**src/rtl/isa_cycle_sequencer.sv**
```systemverilog
// isa_cycle_sequencer
// Sequences a single ISA I/O read or write cycle for the bus-interface datapath.
// A request is accepted in IDLE. The sequencer then runs address setup, the
// strobe-low period with IOCHRDY wait-state extension (bounded by TIMEOUT),
// capture, hold, and a one-cycle completion response.
//
// Ports:
//   clk, reset        system clock, asynchronous active-high reset
//   req_valid/ready   HPS request handshake; req_write selects write (1) or read (0)
//   iochrdy           raw ISA channel ready (asynchronous), low = insert wait states
//   address_load      latch HPS address into the bus-interface address register
//   data_load         latch data register (HPS data on writes, bus data on reads)
//   IOW, IOR          active-low ISA I/O strobes
//   busy              high from acceptance until the response pulse ends
//   rsp_valid         one-cycle completion pulse
//   rsp_timeout       wait-state limit expired, qualified by rsp_valid
module isa_cycle_sequencer #(
    parameter int unsigned ADDR_SETUP   = 2,
    parameter int unsigned STROBE_WIDTH = 8,
    parameter int unsigned HOLD         = 2,
    parameter int unsigned TIMEOUT      = 255
) (
    input  logic clk,
    input  logic reset,
    input  logic req_valid,
    input  logic req_write,
    output logic req_ready,
    input  logic iochrdy,
    output logic address_load,
    output logic data_load,
    output logic IOW,
    output logic IOR,
    output logic busy,
    output logic rsp_valid,
    output logic rsp_timeout
);

    typedef enum logic [2:0] {
        StIdle,
        StSetup,
        StStrobe,
        StWait,
        StCapture,
        StHold,
        StDone
    } state_e;

    state_e     state_q, state_d;
    logic [7:0] cnt_q, cnt_d;       // cycles remaining in the current phase, minus one
    logic [7:0] wait_q, wait_d;     // wait-state cycles already spent in WAIT
    logic       write_q, write_d;
    logic       timeout_q, timeout_d;
    logic       rdy_meta_q, rdy_sync_q;

    logic address_load_d, data_load_d, iow_d, ior_d;
    logic busy_d, req_ready_d, rsp_valid_d, rsp_timeout_d;
    logic strobe_low;

    // Two-flop synchronizer; resets to "ready" so no spurious wait states follow reset.
    always_ff @(posedge clk or posedge reset) begin
        if (reset) begin
            rdy_meta_q <= 1'b1;
            rdy_sync_q <= 1'b1;
        end else begin
            rdy_meta_q <= iochrdy;
            rdy_sync_q <= rdy_meta_q;
        end
    end

    always_comb begin
        state_d   = state_q;
        cnt_d     = cnt_q;
        wait_d    = wait_q;
        write_d   = write_q;
        timeout_d = timeout_q;
        unique case (state_q)
            StIdle: begin
                if (req_valid) begin
                    state_d   = StSetup;
                    cnt_d     = 8'(ADDR_SETUP - 1);
                    write_d   = req_write;
                    timeout_d = 1'b0;
                end
            end
            StSetup: begin
                if (cnt_q == 8'd0) begin
                    state_d = StStrobe;
                    cnt_d   = 8'(STROBE_WIDTH - 1);
                end else begin
                    cnt_d = cnt_q - 8'd1;
                end
            end
            StStrobe: begin
                if (cnt_q == 8'd0) begin
                    wait_d  = 8'd0;
                    state_d = rdy_sync_q ? StCapture : StWait;
                end else begin
                    cnt_d = cnt_q - 8'd1;
                end
            end
            StWait: begin
                wait_d = wait_q + 8'd1;
                // Ready takes priority over an expiry in the same cycle.
                if (rdy_sync_q) begin
                    state_d = StCapture;
                end else if (wait_q + 8'd1 == 8'(TIMEOUT)) begin
                    state_d   = StCapture;
                    timeout_d = 1'b1;
                end
            end
            StCapture: begin
                state_d = StHold;
                cnt_d   = 8'(HOLD - 1);
            end
            StHold: begin
                if (cnt_q == 8'd0) begin
                    state_d = StDone;
                end else begin
                    cnt_d = cnt_q - 8'd1;
                end
            end
            StDone: begin
                state_d = StIdle;
            end
            default: begin
                state_d = StIdle;
            end
        endcase
    end

    // Outputs are registered, so they are decoded from the next state.
    always_comb begin
        strobe_low     = state_d inside {StStrobe, StWait, StCapture};
        address_load_d = (state_q == StIdle) && (state_d == StSetup);
        data_load_d    = (address_load_d && write_d) || ((state_d == StCapture) && !write_d);
        iow_d          = !(strobe_low && write_d);
        ior_d          = !(strobe_low && !write_d);
        busy_d         = (state_d != StIdle);
        req_ready_d    = (state_d == StIdle);
        rsp_valid_d    = (state_d == StDone);
        rsp_timeout_d  = (state_d == StDone) && timeout_d;
    end

    always_ff @(posedge clk or posedge reset) begin
        if (reset) begin
            state_q      <= StIdle;
            cnt_q        <= 8'd0;
            wait_q       <= 8'd0;
            write_q      <= 1'b0;
            timeout_q    <= 1'b0;
            address_load <= 1'b0;
            data_load    <= 1'b0;
            IOW          <= 1'b1;
            IOR          <= 1'b1;
            busy         <= 1'b0;
            req_ready    <= 1'b1;
            rsp_valid    <= 1'b0;
            rsp_timeout  <= 1'b0;
        end else begin
            state_q      <= state_d;
            cnt_q        <= cnt_d;
            wait_q       <= wait_d;
            write_q      <= write_d;
            timeout_q    <= timeout_d;
            address_load <= address_load_d;
            data_load    <= data_load_d;
            IOW          <= iow_d;
            IOR          <= ior_d;
            busy         <= busy_d;
            req_ready    <= req_ready_d;
            rsp_valid    <= rsp_valid_d;
            rsp_timeout  <= rsp_timeout_d;
        end
    end

endmodule

```
**config.mk**
```make
export PLATFORM = sky130hd
export DESIGN_NAME = isa_cycle_sequencer
export DESIGN_NICKNAME = d
export VERILOG_FILES = /design/src/rtl/isa_cycle_sequencer.sv
export SDC_FILE = /design/constraint.sdc
export NUM_CORES = 1
export LEC_CHECK = 0
export ABC_AREA = 1
export CAP_MARGIN = 20
export CELL_PAD_IN_SITES_DETAIL_PLACEMENT = 0
export CELL_PAD_IN_SITES_GLOBAL_PLACEMENT = 2
export CORE_MARGIN = 8
export CORE_UTILIZATION = 25
export CTS_CLUSTER_DIAMETER = 30
export DETAILED_ROUTE_END_ITERATION = 10
export PLACE_DENSITY_LB_ADDON = 0.1
export SKIP_LAST_GASP = 1
export SYNTH_ARGS = -nofsm -noshare
export SYNTH_HDL_FRONTEND = slang
export SYNTH_SLANG_ARGS = --single-unit
```
**constraint.sdc**
```tcl
create_clock -name clk -period 2.3 [get_ports clk]
set_input_delay 0.575 -clock clk [delete_from_list [all_inputs] [get_ports clk]]
set_output_delay 0.575 -clock clk [all_outputs]
set_load 0.02 [all_outputs]
```
# Word level (Yosys, flattened, before mapping)
# Cells that the tools add are included.
[classes]
eq_ne = 14
reduce_logical = 20
n_addsub = 2
mux = 20
[ops]
columns = ["cell", "count"]
rows = [
  ["2-to-1 mux 8 bit", 4],
  ["case mux 8 bit (4 select lines)", 1],
  ["2-to-1 mux 3 bit", 7],
  ["case mux 3 bit (6 select lines)", 1],
  ["case mux 8 bit (2 select lines)", 1],
  ["== test 3 x 2 -> 1 bit (second input constant)", 4],
  ["== test 3 bit (second input constant)", 4],
  ["adder 8 x 1 -> 8 bit (second input constant)", 1],
  ["== test 8 bit (second input constant)", 1],
  ["logical NOT 8 bit", 1],
  ["subtractor 8 x 1 -> 8 bit (second input constant)", 1],
  ["== test 3 x 1 -> 1 bit (second input constant)", 2],
  ["logical AND 1 bit", 6],
  ["logical NOT 3 bit", 2],
  ["inequality test 2 bit (second input constant)", 3],
  ["nonzero test 3 bit", 2],
  ["2-to-1 mux 1 bit", 5],
  ["nonzero test 4 bit", 1],
  ["logical NOT 1 bit", 3],
  ["AND reduction 3 bit", 1],
  ["case mux 1 bit (2 select lines)", 1],
  ["AND reduction 2 bit", 1],
  ["nonzero test 2 bit", 1],
  ["OR reduction 2 bit", 1],
  ["logical OR 1 bit", 1],
]
[word_totals]
elab_cells = 71
out_inout_bits = 8
ff_bits = 31

# Logic depth before layout (Yosys ltp)
# Gate-level depths: netlist (run 1).
[depth]
depth_word = 9
depth_mapped = 14
mapped_depth_nobuf = 14

# Worst setup path before layout (run 1)
# OpenSTA, ideal clock, no wires.
[synth_path]
kind = "register to register"
from = "register wait_q[1]"
to = "register busy"
period_less_slack_ns = 1.622
t_arrival_ns = 1.496
path_buffers = 0
setup_time_ns = 0.126
path_stages_with_launch = 12
t_required_ns = 2.174
path_slack_ns = 0.678
cell_sequence = "dfrtp_1 -> ha_1 -> nand2_1 -> inv_2 -> nor2_1 -> nand3_1 -> nor2_2 -> nand3_4 -> nand2_2 -> nand2_4 -> nor2_2 -> nand2_2"
[synth_via]
elab_chain_len = 6
[synth_lines]
columns = ["item", "line_no", "rtl"]
rows = [
  ["start, declared", "50", "logic [7:0] wait_q, wait_d;"],
  ["start signal, assigned", "162", "wait_q <= wait_d;"],
  ["adder 8 x 1 -> 8 bit", "106", "end else if (wait_q + 8'd1 == 8'(TIMEOUT)) begin"],
  ["== test 8 bit", "106", ""],
  ["2-to-1 mux 3 bit", "106", ""],
  ["2-to-1 mux 3 bit", "104", "if (rdy_sync_q) begin"],
  ["case mux 3 bit (6 select lines)", "76", "unique case (state_q)"],
  ["via state_d[1]", "48", "state_e state_q, state_d;"],
  ["nonzero test 3 bit", "138", "busy_d = (state_d != StIdle);"],
  ["via busy_d", "56", "logic busy_d, req_ready_d, rsp_valid_d, rsp_timeout_d;"],
  ["end signal, assigned", "169", "busy <= busy_d;"],
  ["end, declared", "33", "output logic busy,"],
]
# The timed path passes the listed nets, and every way through them passes these cells.
# A chain may end at the register's enable or synchronous reset.

# Worst setup path in the final report (run 1)
[layout_path]
from = "register IOW"
to = "output IOW"
[layout_lines]
columns = ["item", "line_no", "rtl"]
rows = [
  ["start, declared", "31", "output logic IOW,"],
  ["start signal, assigned", "167", "IOW <= iow_d;"],
]
# No word-level cell between the ends.

==> flow_results.xml, run 1 <==
<?xml version="1.0" encoding="UTF-8"?>
<metrics>
  <group name="outcome">
    <metric name="run_status" unit="">complete, no violations</metric>
  </group>
  <group name="clock_tree">
    <metric name="cts.sink_count" unit="">31</metric>
    <metric name="number_of_post_cts_setup_repair_buffers" unit="">0</metric>
    <metric name="cts-buffers-inserted" unit="">5</metric>
    <metric name="clk_pin_slew" unit="ns">0.07</metric>
    <metric name="ctsRootBufferMaster" unit="">sky130_fd_sc_hd__clkbuf_8</metric>
    <metric name="cts-root-to-sink-buffers" unit="">2</metric>
    <metric name="clk_latency" unit="ns">0.28</metric>
    <metric name="cts_tree" unit="">built</metric>
    <metric name="cts-hold-fix-buffers" unit="">0</metric>
    <metric name="cts_repair_resize_count" unit="">0</metric>
    <metric name="htree_levels" unit="">2</metric>
  </group>
  <group name="routing">
    <metric name="avgViaCountPerCell" unit="">4.259</metric>
    <metric name="detail-route-antenna-nets" unit="">0</metric>
    <metric name="drc_errors" unit="">0</metric>
    <metric name="routed_wirelength" unit="mm">4.091</metric>
    <metric name="per_cell_routed_wire_length" unit="um">12.47</metric>
    <metric name="routed-via-count" unit="">1397</metric>
    <metric name="drt_iter0_markers" unit="">33</metric>
    <metric name="drt_pass1_iterations" unit="">4</metric>
  </group>
  <group name="finish">
    <metric name="area_delta_synth_final" unit="%">20.16</metric>
    <metric name="final_layout_size_suffix_gt1_share" unit="%">25.43</metric>
    <metric name="layout_commonest_cell" unit="">sky130_fd_sc_hd__nand2_1</metric>
    <metric name="fin_nets" unit="">240</metric>
    <metric name="final_design_utilization" unit="%">31.07</metric>
    <metric name="layoutNonFillerInstCount" unit="">328</metric>
    <metric name="antenna_cells_inserted" unit="">0</metric>
    <metric name="fillCellCount" unit="">727</metric>
    <metric name="mostFrequentLayoutCells" unit="">36 x sky130_fd_sc_hd__nand2_1, 31 x sky130_fd_sc_hd__inv_1, 26 x sky130_fd_sc_hd__dfrtp_1</metric>
  </group>
  <group name="critical_path">
    <metric name="critical_path_class" unit="">reg -&gt; out</metric>
    <metric name="cp_max_fo" unit="">1</metric>
    <metric name="worst-path-buf-inv" unit="">1</metric>
    <metric name="critPathTopFamily" unit="">buffers and inverters</metric>
    <metric name="worstPathCellList" unit="">clkdlybuf4s50_1</metric>
    <metric name="critPathMaxStageDelay" unit="ns">0.61</metric>
    <metric name="worstSetupEndpointType" unit="">primary output</metric>
    <metric name="critical_path.slowest_cell" unit="">sky130_fd_sc_hd__clkdlybuf4s50_1</metric>
    <metric name="setup.worst_path.start_class" unit="">register</metric>
    <metric name="crit_required" unit="ns">1.73</metric>
    <metric name="worst_ep_arrival_time" unit="ns">1.42</metric>
  </group>
  <group name="timing">
    <metric name="rsz0062_at_grt" unit="">no</metric>
    <metric name="report.final.hold_viol_count" unit="">0</metric>
    <metric name="worst_slew_margin_rel" unit="%">77.55</metric>
    <metric name="post-route-period-util" unit="%">86.53</metric>
    <metric name="timing.fmax" unit="MHz">502.5</metric>
    <metric name="layout_min_cycle_time" unit="ns">1.990</metric>
    <metric name="finalSetupViolations" unit="">0</metric>
    <metric name="timing_worst_slew_pin_value" unit="ns">0.3343</metric>
    <metric name="timing.setup.tns" unit="ns">0</metric>
    <metric name="drv_slew" unit="">0</metric>
    <metric name="finClkSkew" unit="ns">0.01077</metric>
  </group>
  <group name="placed_design">
    <metric name="placed_cells_incl_taps" unit="">320</metric>
    <metric name="io_buffer_count" unit="">12</metric>
    <metric name="hpwlAfterDp" unit="mm">3.158</metric>
    <metric name="gpl.final_weighted_congestion" unit="">0.7815</metric>
  </group>
  <group name="pwr">
    <metric name="power.density" unit="nW/um^2">488.3</metric>
    <metric name="power.leakage" unit="nW">0.9298</metric>
    <metric name="irDropWorstVdd" unit="mV">0.2071</metric>
  </group>
  <group name="die">
    <metric name="floorplan.die_area" unit="sq um">9965</metric>
    <metric name="rows" unit="">30</metric>
    <metric name="ioPinCount" unit="">13</metric>
    <metric name="die_height" unit="um">99.83</metric>
    <metric name="initial_standard_cell_utilization_of_the_core" unit="%">25.86</metric>
    <metric name="core" unit="sq um">6794</metric>
    <metric name="die_x" unit="um">99.83</metric>
  </group>
  <group name="grt">
    <metric name="grt.overflow.total" unit="">0</metric>
    <metric name="number_of_antenna_violations_at_the_first_check_in_global_routing" unit="">0</metric>
    <metric name="wire_length_of_the_first_global_routing_pass" unit="mm">6.982</metric>
    <metric name="maximum_number_of_pins_on_one_net_before_global_route_repair" unit="">20</metric>
    <metric name="groute.usage.overall" unit="%">8.823</metric>
    <metric name="vias_in_the_first_global_route" unit="">1450</metric>
  </group>
  <group name="logic_synthesis">
    <metric name="synthesis.area" unit="sq um">1757</metric>
    <metric name="ys_types" unit="">30</metric>
    <metric name="yosysWarnings" unit="">0</metric>
    <metric name="yosys_register_bits" unit="">31</metric>
    <metric name="mappedNetlistNets" unit="">218</metric>
    <metric name="mapped_avg_cell_area" unit="sq um">8.405</metric>
    <metric name="synth_sequential_area_ratio" unit="%">44.52</metric>
    <metric name="syn_inst" unit="">209</metric>
  </group>
  <group name="job">
    <metric name="maxCapViolCount" unit="">0</metric>
  </group>
  <group name="worst_hold_path">
    <metric name="timing.hold.worst.class" unit="">reg -&gt; reg</metric>
  </group>
</metrics>
==> logic make-up after synthesis <==
kind of cell | after synthesis | share of synthesized area, %
adders and majority gates | 4 | 2.849
and+or+nand+nor | 103 | 31.98
AOI/OAI and AO/OA | 30 | 11.61
buffers and inverters | 40 | 8.547
xor gates and xnor gates | 1 | 0.4987
DFF | 31 | 44.52
==> Yosys cell counts (all sizes together) <==
master / count / area [sq um]
dfstp: 5 / 131.4
ha: 4 / 50.05
nand2: 50 / 232.7
dfrtp: 26 / 650.6
o21ai: 15 / 78.82
nor2: 27 / 166.4
xor2: 1 / 8.760
o21bai: 1 / 11.26
nor3: 5 / 25.02
a21oi: 5 / 40.04
o22ai: 5 / 31.28
a21boi: 1 / 7.510
nand4: 3 / 18.77
or2: 1 / 6.260
a31oi: 1 / 6.260
inv: 40 / 150.1
nand3: 17 / 112.6
o211ai: 2 / 28.78
==> final cells by class <==
type                       count  area [sq um]  area share [%]
clock buffer                   7         86.33           4.090
clock inverter                 1         5.005          0.2371
inverter                      40         150.1           7.113
multi-input combinational    138         824.5           39.06
sequential                    31         782.0           37.05
tap                           96         120.1           5.691
timing repair buffer          15         142.6           6.758
==> routing by layer <==
| metal | GRT usage, % | up-vias | routed length, um | share of wire (%) |
|---|---|---|---|---|
| met3 | 2.907 | 6 | 189 | 4.6 |
| li1 | - | 709 | - | - |
| met1 | 10.78 | 662 | 1955 | 48 |
| met2 | 14.21 | 20 | 1897 | 46 |
| met4 | 2.910 | 0 | 49 | 1.2 |
| met5 | 0 | - | 0 | 0 |
==> registers in the layout, summed over array words and instances, names as in the netlist <==
name          flops
IOW               1
rsp_timeout       1
timeout_q         1
write_q           1
wait_q            8
IOR               1
rsp_valid         1
state_q           3
req_ready         1
busy              1
rdy_meta_q        1
cnt_q             8
address_load      1
data_load         1
rdy_sync_q        1
==> through the flow <==
stage / power (mW) / hold slack, ns / area [sq um] / worst slack [ns]
global route: 1.082 / 0.3650 / 2111 / 0.2615
detailed placement: 0.5851 / 0.3478 / 2019 / 0.2976
global placement: 0.5849 / 0.3472 / 2019 / 0.3051
floorplan: 0.5697 / 0.3452 / 1757 / 0.6779
finish: 1.031 / 0.3569 / 2111 / 0.3098
CTS: 1.052 / 0.3583 / 2111 / 0.2840
==> worst paths after layout <==
path / from / to / slack (ns) / cells past startpoint
worst max-delay path: IOW$_DFF_PP1_ / IOW / 0.31 / 1
worst min-delay path: rdy_meta_q$_DFF_PP1_ / rdy_sync_q$_DFF_PP1_ / 0.36 / 0
worst max register to register: wait_q[1]$_DFFE_PP0P_ / busy$_DFF_PP0_ / 0.46 / 11
worst min register to register: rdy_meta_q$_DFF_PP1_ / rdy_sync_q$_DFF_PP1_ / 0.36 / 0
max in group asynchronous: reset / IOR$_DFF_PP1_ / 1.39 / 3
min in group asynchronous: reset / wait_q[1]$_DFFE_PP0P_ / 0.61 / 3
==> power by group <==
group | switching, mW | internal [mW] | leakage (nW)
logic | 0.0137 | 0.00901 | 0.491
registers | 0.00211 | 0.548 | 0.390
clock network | 0.216 | 0.242 | 0.0482
==> worst register-to-register path, cell delays in order, from the launching register on <==
cell                      delay [ns]
sky130_fd_sc_hd__dfrtp_1        0.44
sky130_fd_sc_hd__ha_1           0.26
sky130_fd_sc_hd__nand2_1        0.10
sky130_fd_sc_hd__inv_2          0.05
sky130_fd_sc_hd__nor2_1         0.15
sky130_fd_sc_hd__nand3_1        0.11
sky130_fd_sc_hd__nor2_2         0.14
sky130_fd_sc_hd__nand3_4        0.12
sky130_fd_sc_hd__nand2_2        0.10
sky130_fd_sc_hd__nand2_4        0.07
sky130_fd_sc_hd__nor2_2         0.12
sky130_fd_sc_hd__nand2_2        0.07
Note: power is estimated with default switching activity, not from simulation.
==> run 2: changes to the inputs <==
- DONT_BUFFER_PORTS: not set -> 1
==> flow_results.xml, run 2 (same netlist as run 1, synthesis figures left out) <==
<?xml version="1.0" encoding="UTF-8"?>
<metrics>
  <group name="outcome">
    <metric name="run_status" unit="">complete, no violations</metric>
  </group>
  <group name="die">
    <metric name="floorplan.die_area" unit="sq um">9965</metric>
    <metric name="rows" unit="">30</metric>
    <metric name="core" unit="sq um">6794</metric>
    <metric name="die_x" unit="um">99.83</metric>
    <metric name="ioPinCount" unit="">13</metric>
    <metric name="initial_standard_cell_utilization_of_the_core" unit="%">25.86</metric>
    <metric name="die_height" unit="um">99.83</metric>
  </group>
  <group name="timing">
    <metric name="worst_slew_margin_rel" unit="%">70.31</metric>
    <metric name="report.final.hold_viol_count" unit="">0</metric>
    <metric name="finalSetupViolations" unit="">0</metric>
    <metric name="rsz0062_at_grt" unit="">no</metric>
    <metric name="layout_min_cycle_time" unit="ns">1.830</metric>
    <metric name="drv_slew" unit="">0</metric>
    <metric name="finClkSkew" unit="ns">0.009375</metric>
    <metric name="timing.setup.tns" unit="ns">0</metric>
    <metric name="timing_worst_slew_pin_value" unit="ns">0.4420</metric>
    <metric name="final.setup.worst_slack" unit="ns">0.4695</metric>
    <metric name="post-route-period-util" unit="%">79.58</metric>
    <metric name="timing.fmax" unit="MHz">546.3</metric>
  </group>
  <group name="clock_tree">
    <metric name="ctsRootBufferMaster" unit="">sky130_fd_sc_hd__clkbuf_8</metric>
    <metric name="number_of_post_cts_setup_repair_buffers" unit="">0</metric>
    <metric name="cts-hold-fix-buffers" unit="">0</metric>
    <metric name="cts.sink_count" unit="">31</metric>
    <metric name="htree_levels" unit="">2</metric>
    <metric name="cts-root-to-sink-buffers" unit="">2</metric>
    <metric name="cts-buffers-inserted" unit="">5</metric>
    <metric name="clk_latency" unit="ns">0.28</metric>
    <metric name="cts_tree" unit="">built</metric>
    <metric name="cts_repair_resize_count" unit="">0</metric>
    <metric name="clk_pin_slew" unit="ns">0.07</metric>
  </group>
  <group name="finish">
    <metric name="area_delta_synth_final" unit="%">13.39</metric>
    <metric name="reg_top3" unit="">cnt_q x8, wait_q x8, state_q x3</metric>
    <metric name="antenna_cells_inserted" unit="">0</metric>
    <metric name="fillCellCount" unit="">742</metric>
    <metric name="layout_commonest_cell" unit="">sky130_fd_sc_hd__nand2_1</metric>
    <metric name="seqCellArea" unit="sq um">782.0</metric>
    <metric name="fin_nets" unit="">227</metric>
    <metric name="final_layout_size_suffix_gt1_share" unit="%">26.48</metric>
    <metric name="combined_area_of_the_multi_input_logic_cells" unit="sq um">824.5</metric>
    <metric name="mostFrequentLayoutCells" unit="">36 x sky130_fd_sc_hd__nand2_1, 31 x sky130_fd_sc_hd__inv_1, 26 x sky130_fd_sc_hd__dfrtp_1</metric>
  </group>
  <group name="critical_path">
    <metric name="critical_path_class" unit="">reg -&gt; reg</metric>
    <metric name="worst_ep_arrival_time" unit="ns">2.00</metric>
    <metric name="worstSetupEndpointType" unit="">register</metric>
    <metric name="setup.worst_path.start_class" unit="">register</metric>
    <metric name="cp_max_fo" unit="">5</metric>
    <metric name="crit_required" unit="ns">2.47</metric>
  </group>
  <group name="routing">
    <metric name="drt_iter0_markers" unit="">73</metric>
    <metric name="drt_pass1_iterations" unit="">4</metric>
    <metric name="routed-via-count" unit="">1352</metric>
    <metric name="avgViaCountPerCell" unit="">4.292</metric>
    <metric name="detail-route-antenna-nets" unit="">0</metric>
    <metric name="drc_errors" unit="">0</metric>
    <metric name="per_cell_routed_wire_length" unit="um">12.65</metric>
    <metric name="routed_wirelength" unit="mm">3.984</metric>
  </group>
  <group name="grt">
    <metric name="grt.overflow.total" unit="">0</metric>
    <metric name="number_of_antenna_violations_at_the_first_check_in_global_routing" unit="">0</metric>
    <metric name="vias_in_the_first_global_route" unit="">1449</metric>
    <metric name="groute.usage.overall" unit="%">8.868</metric>
    <metric name="wire_length_of_the_first_global_routing_pass" unit="mm">6.962</metric>
    <metric name="maximum_number_of_pins_on_one_net_before_global_route_repair" unit="">32</metric>
  </group>
  <group name="pwr">
    <metric name="irDropWorstVdd" unit="mV">0.2120</metric>
    <metric name="power.density" unit="nW/um^2">524.9</metric>
    <metric name="power.leakage" unit="nW">0.8824</metric>
  </group>
  <group name="placed_design">
    <metric name="detailedPlace.worstSlack" unit="ns">0.4655</metric>
    <metric name="io_buffer_count" unit="">0</metric>
    <metric name="hpwlAfterDp" unit="mm">3.022</metric>
    <metric name="gpl.final_weighted_congestion" unit="">0.7189</metric>
  </group>
  <group name="worst_hold_path">
    <metric name="timing.hold.worst.class" unit="">in -&gt; async</metric>
  </group>
  <group name="job">
    <metric name="maxCapViolCount" unit="">0</metric>
  </group>
</metrics>
-- run 2: changes by cell type in the layout (fill, tap and decap cells not counted) --
cell / change
sky130_fd_sc_hd__clkinv_2: -1
sky130_fd_sc_hd__buf_4: -1
sky130_fd_sc_hd__clkdlybuf4s50_1: -12
sky130_fd_sc_hd__clkbuf_8: +1
-- run 2: through the flow --
| stage | hold slack (ns) | area (sq um) | power, mW | instances | utilization (%) |
|---|---|---|---|---|---|
| global route | 0.2623 | 1992 | 1.097 | 315 | 29.32 |
| CTS | 0.2760 | 1992 | 1.068 | 315 | 29.32 |
| floorplan | 0.3452 | 1757 | 0.5697 | 209 | - |
| detailed placement | 0.3469 | 1892 | 0.5763 | 307 | 27.85 |
| global placement | 0.3468 | 1892 | 0.5762 | 307 | 27.85 |
| finish | 0.2636 | 1992 | 1.046 | 315 | 29.32 |
-- run 2: path summary, 6_finish.rpt --
kind	from	end	depth (start not counted)	slack, ns
worst max-delay path	wait_q[1]$_DFFE_PP0P_	busy$_DFF_PP0_	11	0.47
worst min-delay path	reset	wait_q[1]$_DFFE_PP0P_	2	0.26
worst max register to register	wait_q[1]$_DFFE_PP0P_	busy$_DFF_PP0_	11	0.47
worst min register to register	rdy_meta_q$_DFF_PP1_	rdy_sync_q$_DFF_PP1_	0	0.36
max in group asynchronous	reset	IOW$_DFF_PP1_	2	1.70
min in group clk	iochrdy	rdy_meta_q$_DFF_PP1_	0	0.28
-- run 2: worst max-delay path, cell delays in order (launching register included) --
cell and delay [ns]:
sky130_fd_sc_hd__dfrtp_1 0.44, sky130_fd_sc_hd__ha_1 0.25, sky130_fd_sc_hd__nand2_1 0.09, sky130_fd_sc_hd__inv_2 0.05, sky130_fd_sc_hd__nor2_1 0.14, sky130_fd_sc_hd__nand3_1 0.11
sky130_fd_sc_hd__nor2_2 0.14, sky130_fd_sc_hd__nand3_4 0.12, sky130_fd_sc_hd__nand2_2 0.11, sky130_fd_sc_hd__nand2_4 0.07, sky130_fd_sc_hd__nor2_2 0.12, sky130_fd_sc_hd__nand2_2 0.07
-- run 2: per-layer routing --
metal / GRT usage [%] / wire [um] / share of wire [%] / vias up
li1: - / - / - / 681
met2: 14.06 / 1825 / 46 / 18
met3: 3.460 / 212 / 5.3 / 5
met5: 0 / 0 / 0 / -
met1: 10.74 / 1893 / 48 / 648
met4: 2.794 / 53 / 1.3 / 0
-- run 2: layout make-up --
class	instances	area share, %
Sequential cell	31	39.26
Timing Repair Buffer	2	0.7538
Inverter	40	7.538
Multi-Input combinational cell	138	41.39
Tap cell	96	6.030
Clock buffer	8	5.025
-- run 2: power by group --
group	switching [mW]	internal, mW	leakage, nW
Clock	0.208	0.273	0.0515
Sequential	0.00190	0.549	0.390
Combinational	0.0121	0.00204	0.441
Total	0.222	0.824	0.882
